[config.mk]
export PLATFORM = sky130hd
export DESIGN_NAME = key_pulse_gen
export DESIGN_NICKNAME = d
export VERILOG_FILES = /design/src/rtl/key_pulse_gen.sv
export SDC_FILE = /design/constraint.sdc
export NUM_CORES = 1
export LEC_CHECK = 0
export CAP_MARGIN = 5
export CORE_MARGIN = 1.5
export CORE_UTILIZATION = 65
export CTS_CLUSTER_DIAMETER = 30
export DETAILED_ROUTE_END_ITERATION = 12
export HOLD_SLACK_MARGIN = 0.06
export PLACE_DENSITY = 0.87
export RECOVER_POWER = 50
export SLEW_MARGIN = 10
export SYNTH_ARGS = -nofsm -noshare
export SYNTH_HDL_FRONTEND = slang
export SYNTH_SLANG_ARGS = --single-unit
[constraint.sdc]
create_clock -name clk -period 4.3 [get_ports clk]
set_input_delay 0.645 -clock clk [delete_from_list [all_inputs] [get_ports clk]]
set_output_delay 0.645 -clock clk [all_outputs]
set_load 0.02 [all_outputs]
[src/rtl/key_pulse_gen.sv]
// Key front-end: synchronises and debounces two push-buttons, then turns the
// debounced levels into single-cycle add/sub command pulses with optional auto-repeat.
module key_pulse_gen #(
  parameter int DEBOUNCE_CYCLES = 2_000_000,
  parameter int REPEAT_DELAY    = 50_000_000,
  parameter int REPEAT_PERIOD   = 10_000_000,
  parameter bit REPEAT_EN       = 1'b1,
  parameter bit KEY_ACTIVE_LOW  = 1'b1
) (
  input  logic       clk,
  input  logic       rst,
  input  logic       key_add_in,
  input  logic       key_sub_in,
  output logic       key_add,
  output logic       key_sub,
  output logic [1:0] key_level
);

  localparam int DB_W    = $clog2(DEBOUNCE_CYCLES);
  localparam int RPT_MAX = (REPEAT_DELAY > REPEAT_PERIOD) ? REPEAT_DELAY : REPEAT_PERIOD;
  localparam int RPT_W   = $clog2(RPT_MAX);

  localparam logic [DB_W-1:0]  DB_LAST     = DB_W'(DEBOUNCE_CYCLES - 1);
  localparam logic [RPT_W-1:0] DELAY_LAST  = RPT_W'(REPEAT_DELAY - 1);
  localparam logic [RPT_W-1:0] PERIOD_LAST = RPT_W'(REPEAT_PERIOD - 1);
  localparam logic [1:0]       RAW_IDLE    = KEY_ACTIVE_LOW ? 2'b11 : 2'b00;

  typedef enum logic [2:0] {
    IDLE,
    ADD_HELD,
    ADD_RPT,
    SUB_HELD,
    SUB_RPT,
    LOCK
  } state_t;

  logic [1:0]            r_sync1;
  logic [1:0]            r_sync2;
  logic [1:0]            r_db;
  logic [1:0][DB_W-1:0]  r_dbCnt;
  logic [1:0]            w_lvl;

  state_t                r_state;
  state_t                w_nextState;
  logic [RPT_W-1:0]      r_rptCnt;
  logic [RPT_W-1:0]      w_rptNext;
  logic                  r_keyAdd;
  logic                  r_keySub;
  logic                  w_addNext;
  logic                  w_subNext;
  logic                  w_addHeld;
  logic                  w_subHeld;

  // Index 0 is the add key, index 1 the sub key; level is 1 = pressed.
  assign w_lvl = KEY_ACTIVE_LOW ? ~r_sync2 : r_sync2;

  always_ff @(posedge clk or posedge rst) begin
    if (rst) begin
      r_sync1 <= RAW_IDLE;
      r_sync2 <= RAW_IDLE;
      r_db    <= 2'b00;
      r_dbCnt <= '0;
    end else begin
      r_sync1 <= {key_sub_in, key_add_in};
      r_sync2 <= r_sync1;
      for (int k = 0; k < 2; k++) begin
        if (w_lvl[k] == r_db[k]) begin
          r_dbCnt[k] <= '0;
        end else if (r_dbCnt[k] == DB_LAST) begin
          r_db[k]    <= ~r_db[k];
          r_dbCnt[k] <= '0;
        end else begin
          r_dbCnt[k] <= r_dbCnt[k] + DB_W'(1);
        end
      end
    end
  end

  assign w_addHeld = r_db[0];
  assign w_subHeld = r_db[1];

  // Own-key release is tested before other-key press so release wins a tie.
  always_comb begin
    w_nextState = r_state;
    w_rptNext   = '0;
    w_addNext   = 1'b0;
    w_subNext   = 1'b0;
    case (r_state)
      IDLE: begin
        if (w_addHeld && w_subHeld) begin
          w_nextState = LOCK;
        end else if (w_addHeld) begin
          w_nextState = ADD_HELD;
          w_addNext   = 1'b1;
        end else if (w_subHeld) begin
          w_nextState = SUB_HELD;
          w_subNext   = 1'b1;
        end
      end
      ADD_HELD, ADD_RPT: begin
        if (!w_addHeld) begin
          w_nextState = IDLE;
        end else if (w_subHeld) begin
          w_nextState = LOCK;
        end else if (REPEAT_EN) begin
          if (r_rptCnt == ((r_state == ADD_HELD) ? DELAY_LAST : PERIOD_LAST)) begin
            w_nextState = ADD_RPT;
            w_addNext   = 1'b1;
          end else begin
            w_rptNext = r_rptCnt + RPT_W'(1);
          end
        end
      end
      SUB_HELD, SUB_RPT: begin
        if (!w_subHeld) begin
          w_nextState = IDLE;
        end else if (w_addHeld) begin
          w_nextState = LOCK;
        end else if (REPEAT_EN) begin
          if (r_rptCnt == ((r_state == SUB_HELD) ? DELAY_LAST : PERIOD_LAST)) begin
            w_nextState = SUB_RPT;
            w_subNext   = 1'b1;
          end else begin
            w_rptNext = r_rptCnt + RPT_W'(1);
          end
        end
      end
      LOCK: begin
        if (!w_addHeld && !w_subHeld) begin
          w_nextState = IDLE;
        end
      end
      default: begin
        w_nextState = IDLE;
      end
    endcase
  end

  always_ff @(posedge clk or posedge rst) begin
    if (rst) begin
      r_state  <= IDLE;
      r_rptCnt <= '0;
      r_keyAdd <= 1'b0;
      r_keySub <= 1'b0;
    end else begin
      r_state  <= w_nextState;
      r_rptCnt <= w_rptNext;
      r_keyAdd <= w_addNext;
      r_keySub <= w_subNext;
    end
  end

  assign key_add   = r_keyAdd;
  assign key_sub   = r_keySub;
  assign key_level = r_db;

endmodule

==> impl_metrics.json, run 1 <==
{
  "core_area_mm2": 0.00592,
  "drive_above_1_share_pct": 6.90,
  "finalCriticalPeriod_ns": 2.86,
  "finalClockSkew_ns": 0.0108,
  "antenna_found_initial": 0,
  "worstPathMaxFanout": 47,
  "avgSynthCellArea_um2": 9.73,
  "violations": "capacitance limit, slew limit",
  "grtUsageTotal_pct": 25.9,
  "drt_wl_total_mm": 7.57,
  "p_switching_uw": 302,
  "cp_cell_sequence": "dlygate4sd3_1 > inv_1 > clkbuf_1",
  "grt_start_max_net_pins": 48,
  "fillers": 398,
  "dr.pass1.iters": 4,
  "rsz0062_at_grt": "no",
  "hold_buffers": 0,
  "vias_per_cell": 5.86,
  "cts.path.max_buffers": 2,
  "drt_iter0_markers": 159,
  "dp_hpwl_mm": 5.05,
  "drv_slew": 48,
  "routabilityCongestion": 0.884,
  "wl_per_cell_um": 15.3,
  "p_int_mw": 1.10,
  "netSwitchingFraction_pct": 21.5,
  "cts_tree": "yes",
  "setup_violations": 0,
  "cts-resized-gates": 0,
  "drv_cap": 1,
  "worst_path_largest_cell_delay_ns": 1.25,
  "arrival_ns": 3.22,
  "clkSlewWorstSetupHoldPaths_ns": 0.08,
  "synth_edf_count": 0,
  "layout_commonest_cell": "nor2_1",
  "syn_to_final_growth_pct": 7.99,
  "port_buffers": 7,
  "postSynthCellCount": 409,
  "status": "complete, but fails checks",
  "grt_pass1_wl_mm": 12.8,
  "cp.required_ns": 4.66,
  "total_power_mw": 1.40,
  "timing.rr.start": "r_rptCnt[8]$_DFF_PP0_",
  "hold_path.startpoint": "r_sync1[1]$_DFF_PP1_",
  "clockPowerShare_pct": 43.7,
  "path_delay_family": "buffers and inverters",
  "tightest_slew_ns": 1.76,
  "post_cts_buffers": 0,
  "finalSetupTns_ns": 0,
  "synth_area_mm2": 0.00398,
  "drc_errors": 0,
  "die_w_um": 81.2,
  "startpoint_type": "input port",
  "critPathSlowestCell": "inv_1",
  "floorplan.initialDensity_pct": 67.2,
  "rows": 28,
  "cts.sinks": 79,
  "finalHoldViolations": 0,
  "pwr-share-comb_pct": 2.3,
  "relSlewSlack_pct": -17.4,
  "end_kind": "asynchronous set/reset pin",
  "num_antenna_cells": 0,
  "post_synth_num_cell_types": 46,
  "ant_nets": 0,
  "layout.nets": 422,
  "p_leak_nw": 1.71,
  "hold_class": "flip-flop to flip-flop",
  "cp.buffers_inverters": 3,
  "via_count": 2901,
  "num_io_pins": 8,
  "ys_seq_area_share_pct": 49.8,
  "gr-total-overflow": 0,
  "yosysWarnings": 0,
  "vdd_drop_max_mv": 0.318,
  "final_cell_mix": "81 x nor2_1, 75 x dfrtp_1, 35 x xnor2_1",
  "ys_ff_latch": 79,
  "synthArstFlopShare_pct": 100,
  "worstSetupStartpoint": "rst",
  "critPathKind": "input port to asynchronous set/reset pin",
  "numCtsBuffers": 9,
  "fin_crit_sh_pct": 66.5,
  "synth_nets": 416,
  "ys.flop_type": "dfrtp_1",
  "clock.fmax_ghz": 0.350,
  "cts_root_buf": "clkbuf_8",
  "grt_pass1_vias": 2798,
  "p_per_area_mw_per_mm2": 326,
  "seqPwrFrac_pct": 53.9,
  "htree_levels": 3,
  "clk_latency_ns": 0.36,
  "die_area_mm2": 0.00660,
  "die_h_um": 81.2
}
==> cell families (layout without fill, tap and decap cells) <==
logic type / Yosys count / after routing / synth area share, %
DFF: 79 / 79 / 49.8
AOI/OAI and AO/OA: 20 / 20 / 3.58
and+or+nand+nor: 215 / 215 / 28.0
buffers and inverters: 25 / 36 / 2.96
xor gates and xnor gates: 67 / 67 / 14.7
adders and majority gates: 3 / 3 / 0.943
==> Yosys cell counts, types with 3 or more instances <==
| master | instances | share of area (%) |
|---|---|---|
| nor3_1 | 18 | 2.3 |
| nor2_1 | 81 | 7.6 |
| or2_2 | 4 | 0.63 |
| nand4_1 | 16 | 2.5 |
| and2_1 | 3 | 0.47 |
| ha_1 | 3 | 0.94 |
| nor4_1 | 6 | 0.94 |
| clkbuf_1 | 6 | 0.57 |
| a21oi_1 | 5 | 0.63 |
| inv_1 | 11 | 1.0 |
| dfstp_2 | 4 | 2.6 |
| nand2_1 | 26 | 2.5 |
| xnor2_1 | 35 | 7.7 |
| buf_2 | 4 | 0.50 |
| and3_1 | 9 | 1.4 |
| xor2_1 | 32 | 7.0 |
| and4_1 | 8 | 1.8 |
| dfrtp_1 | 75 | 47 |
| nand3_1 | 26 | 3.3 |
==> per-stage QoR <==
step                cells  setup slack [ns]  instance area, µm²  hold slack, ns  utilization, %
detailed placement    479              1.67                4080           0.348            68.9
CTS                   495              1.65                4300           0.360            72.7
floorplan             409              1.64                3980           0.345               -
finish                495              1.44                4300           0.363            72.6
global route          495             0.948                4300           0.367            72.6
global placement      479              1.71                4080           0.348            68.9
==> power by group through the flow <==
stage | sequential [mW] | combinational (mW) | clock [mW]
after floorplan | 0.770 | 0.0251 | 0
after global placement | 0.771 | 0.0341 | 0
after detailed placement | 0.771 | 0.0353 | 0
after CTS | 0.756 | 0.0355 | 0.628
after global routing | 0.757 | 0.0398 | 0.658
final | 0.757 | 0.0326 | 0.614
==> flip-flops by register name, indices dropped and copies added, names as in the netlist <==
register,count
key_sub,1
r_sync1,2
key_level,2
r_dbCnt,42
r_rptCnt,26
key_add,1
r_sync2,2
r_state,3
==> final timing paths <==
kind	endpoint	slack, ns	depth (start not counted)
max in group clk	r_state[1]$_DFFE_PP0P_	1.65	5
max	r_dbCnt[23]$_DFF_PP0_	1.44	3
max reg2reg	r_state[1]$_DFFE_PP0P_	1.65	5
min reg2reg	r_sync2[1]$_DFF_PP1_	0.36	0
min	r_sync2[1]$_DFF_PP1_	0.36	0
min in group asynchronous	r_dbCnt[14]$_DFF_PP0_	1.29	2
==> per-layer routing <==
metal / GRT usage, % / routed length, µm / up-vias / share of wire, %
met5: 0 / 0 / - / 0
met4: 11.9 / 109 / 0 / 1.4
met3: 5.51 / 205 / 10 / 2.7
met2: 42.3 / 3780 / 49 / 50
met1: 33.1 / 3470 / 1432 / 46
li1: - / - / 1410 / -
==> worst reg2reg max path, stage by stage (launching register included) <==
cell and delay (ns):
dfrtp_1 0.43, or4b_4 0.56, nor4_4 0.29, a22o_2 0.23, and3_1 0.80, a32o_1 0.29
==> area by class of cell <==
cell class | count | area (µm²) | share of cell area, %
Sequential cell | 79 | 1980 | 46.1
Multi-Input combinational cell | 305 | 1880 | 43.7
Clock buffer | 11 | 141 | 3.29
Tap cell | 75 | 93.8 | 2.18
Clock inverter | 5 | 81.3 | 1.89
Timing Repair Buffer | 9 | 77.6 | 1.81
Inverter | 11 | 41.3 | 0.961
No activity file was read; power rests on OpenSTA's default activity.
==> inputs of run 2 (changes only) <==
--- a/config.mk
+++ b/config.mk
@@ -7,11 +7,11 @@
 export LEC_CHECK = 0
 export CAP_MARGIN = 5
 export CORE_MARGIN = 1.5
-export CORE_UTILIZATION = 65
+export CORE_UTILIZATION = 56
 export CTS_CLUSTER_DIAMETER = 30
 export DETAILED_ROUTE_END_ITERATION = 12
 export HOLD_SLACK_MARGIN = 0.06
-export PLACE_DENSITY = 0.87
+export PLACE_DENSITY = 0.8
 export RECOVER_POWER = 50
 export SLEW_MARGIN = 10
 export SYNTH_ARGS = -nofsm -noshare
==> constraint.sdc (replaced) <==
create_clock -name clk -period 2.6 [get_ports clk]
set_input_delay 0.39 -clock clk [delete_from_list [all_inputs] [get_ports clk]]
set_output_delay 0.39 -clock clk [all_outputs]
set_load 0.02 [all_outputs]
==> impl_metrics.json, run 2 (synthesis results as in run 1) <==
{
  "status": "finished, final reports clean",
  "cp_cell_sequence": "or3b_1 > a21o_1 > a211o_1 > and3_1 > buf_4 > a32o_1",
  "core_area_mm2": 0.00683,
  "dp_hpwl_mm": 4.91,
  "syn_to_final_growth_pct": 8.87,
  "ant_nets": 0,
  "via_count": 2862,
  "cts-resized-gates": 0,
  "grt_start_max_net_pins": 31,
  "end_kind": "flip-flop",
  "clock.fmax_ghz": 0.444,
  "multi_input_area_mm2": 0.00188,
  "setup_violations": 0,
  "drt_wl_total_mm": 7.22,
  "clk_latency_ns": 0.35,
  "numCtsBuffers": 9,
  "cts.sinks": 79,
  "hold_buffers": 0,
  "fillers": 563,
  "largest_reg_flops": 42,
  "critPathKind": "flip-flop to flip-flop",
  "dr.pass1.iters": 4,
  "num_io_pins": 8,
  "rows": 30,
  "worstPathMaxFanout": 28,
  "rsz0062_at_grt": "no",
  "post_cts_buffers": 0,
  "vdd_drop_max_mv": 0.330,
  "layout_commonest_cell": "nor2_1",
  "critPathSlowestCell": "dfrtp_1",
  "clkSlewWorstSetupHoldPaths_ns": 0.07,
  "layout.nets": 425,
  "die_area_mm2": 0.00762,
  "fin_crit_sh_pct": 86.6,
  "p_per_area_mw_per_mm2": 528,
  "routabilityCongestion": 0.852,
  "finalCriticalPeriod_ns": 2.25,
  "cts_root_buf": "clkbuf_8",
  "final_cell_mix": "81 x nor2_1, 75 x dfrtp_1, 35 x xnor2_1",
  "relSlewSlack_pct": 33.2,
  "drv_cap": 0,
  "die_w_um": 87.3,
  "floorplan.initialDensity_pct": 58.2,
  "drt_iter0_markers": 138,
  "biggestRegsByFlops": "r_dbCnt: 42 flops, r_rptCnt: 26 flops, r_state: 3 flops",
  "finalClockSkew_ns": 0.0119,
  "grt_pass1_wl_mm": 12.8,
  "antenna_found_initial": 0,
  "wl_per_cell_um": 13.9,
  "htree_levels": 3,
  "vias_per_cell": 5.53,
  "cts.path.max_buffers": 2,
  "die_h_um": 87.3,
  "drc_errors": 0,
  "arrival_ns": 2.48,
  "startpoint_type": "flip-flop",
  "cts_tree": "yes",
  "worst_path_largest_cell_delay_ns": 0.54,
  "grt_pass1_vias": 2858,
  "drv_slew": 0,
  "fin_hold_ws_ns": 0.357,
  "gr-total-overflow": 0,
  "fin_util_pct": 63.4,
  "hold_class": "flip-flop to flip-flop",
  "drive_above_1_share_pct": 7.35,
  "num_antenna_cells": 0,
  "finalSetupTns_ns": 0,
  "port_buffers": 7,
  "cp.required_ns": 2.83,
  "tightest_slew_ns": 1.00,
  "regArea_mm2": 0.00198,
  "p_leak_nw": 1.72,
  "finalHoldViolations": 0,
  "top_register": "r_dbCnt",
  "grtUsageTotal_pct": 21.5
}
run 2: cell count changes in the layout (fill, tap and decap cells not counted):
cell        previous run  this run
clkinv_2               1         2
clkinv_4               1         0
clkinvlp_4             1         0
clkbuf_2               0         1
buf_4                  0         2
run 2: power breakdown:
part           switching, mW  internal [mW]
clock network          0.421          0.559
logic                 0.0407         0.0132
registers             0.0105           1.24
total                  0.472           1.81
run 2: layout make-up:
class	count	share of cell area (%)
repair buffers	12	2.25
inverters	11	0.953
multi-input cells	305	43.4
clock buffers	11	3.26
well taps	96	2.77
flip-flops and latches	79	45.8
clock inverters	4	1.62
run 2: final timing paths:
path,depth (start not counted),end,startpoint,slack [ns]
min in group asynchronous,2,r_dbCnt[26]$_DFF_PP0_,rst,0.71
worst max-delay path,6,r_state[1]$_DFFE_PP0P_,r_state[1]$_DFFE_PP0P_,0.35
worst min-delay path,0,r_sync2[1]$_DFF_PP1_,r_sync1[1]$_DFF_PP1_,0.36
max in group asynchronous,3,r_rptCnt[19]$_DFF_PP0_,rst,0.61
worst max register to register,6,r_state[1]$_DFFE_PP0P_,r_state[1]$_DFFE_PP0P_,0.35
worst min register to register,0,r_sync2[1]$_DFF_PP1_,r_sync1[1]$_DFF_PP1_,0.36
run 2: critical path, delay by kind of cell (launching register included):
| kind | cells | cell delay (ns) |
|---|---|---|
| AOI/OAI and AO/OA | 3 | 0.74 |
| buffers and inverters | 1 | 0.22 |
| DFF | 1 | 0.54 |
| and+or+nand+nor | 2 | 0.63 |
run 2: layer usage:
metal / share of wire (%) / GRT usage, % / up-vias
li1: - / - / 1411
met4: 2.2 / 7.94 / 0
met5: 0 / 0 / -
met2: 49 / 35.9 / 58
met3: 3.3 / 5.12 / 18
met1: 46 / 27.0 / 1375
run 2: metrics by stage:
stage	std cells	instance area [µm²]	power (mW)	worst slack [ns]
2_1_floorplan	409	3980	1.31	0.193
3_3_place_gp	503	4140	1.34	0.426
3_5_place_dp	503	4140	1.34	0.391
4_1_cts	518	4350	2.32	0.359
5_1_grt	518	4330	2.39	0.220
6_report	518	4330	2.29	0.348
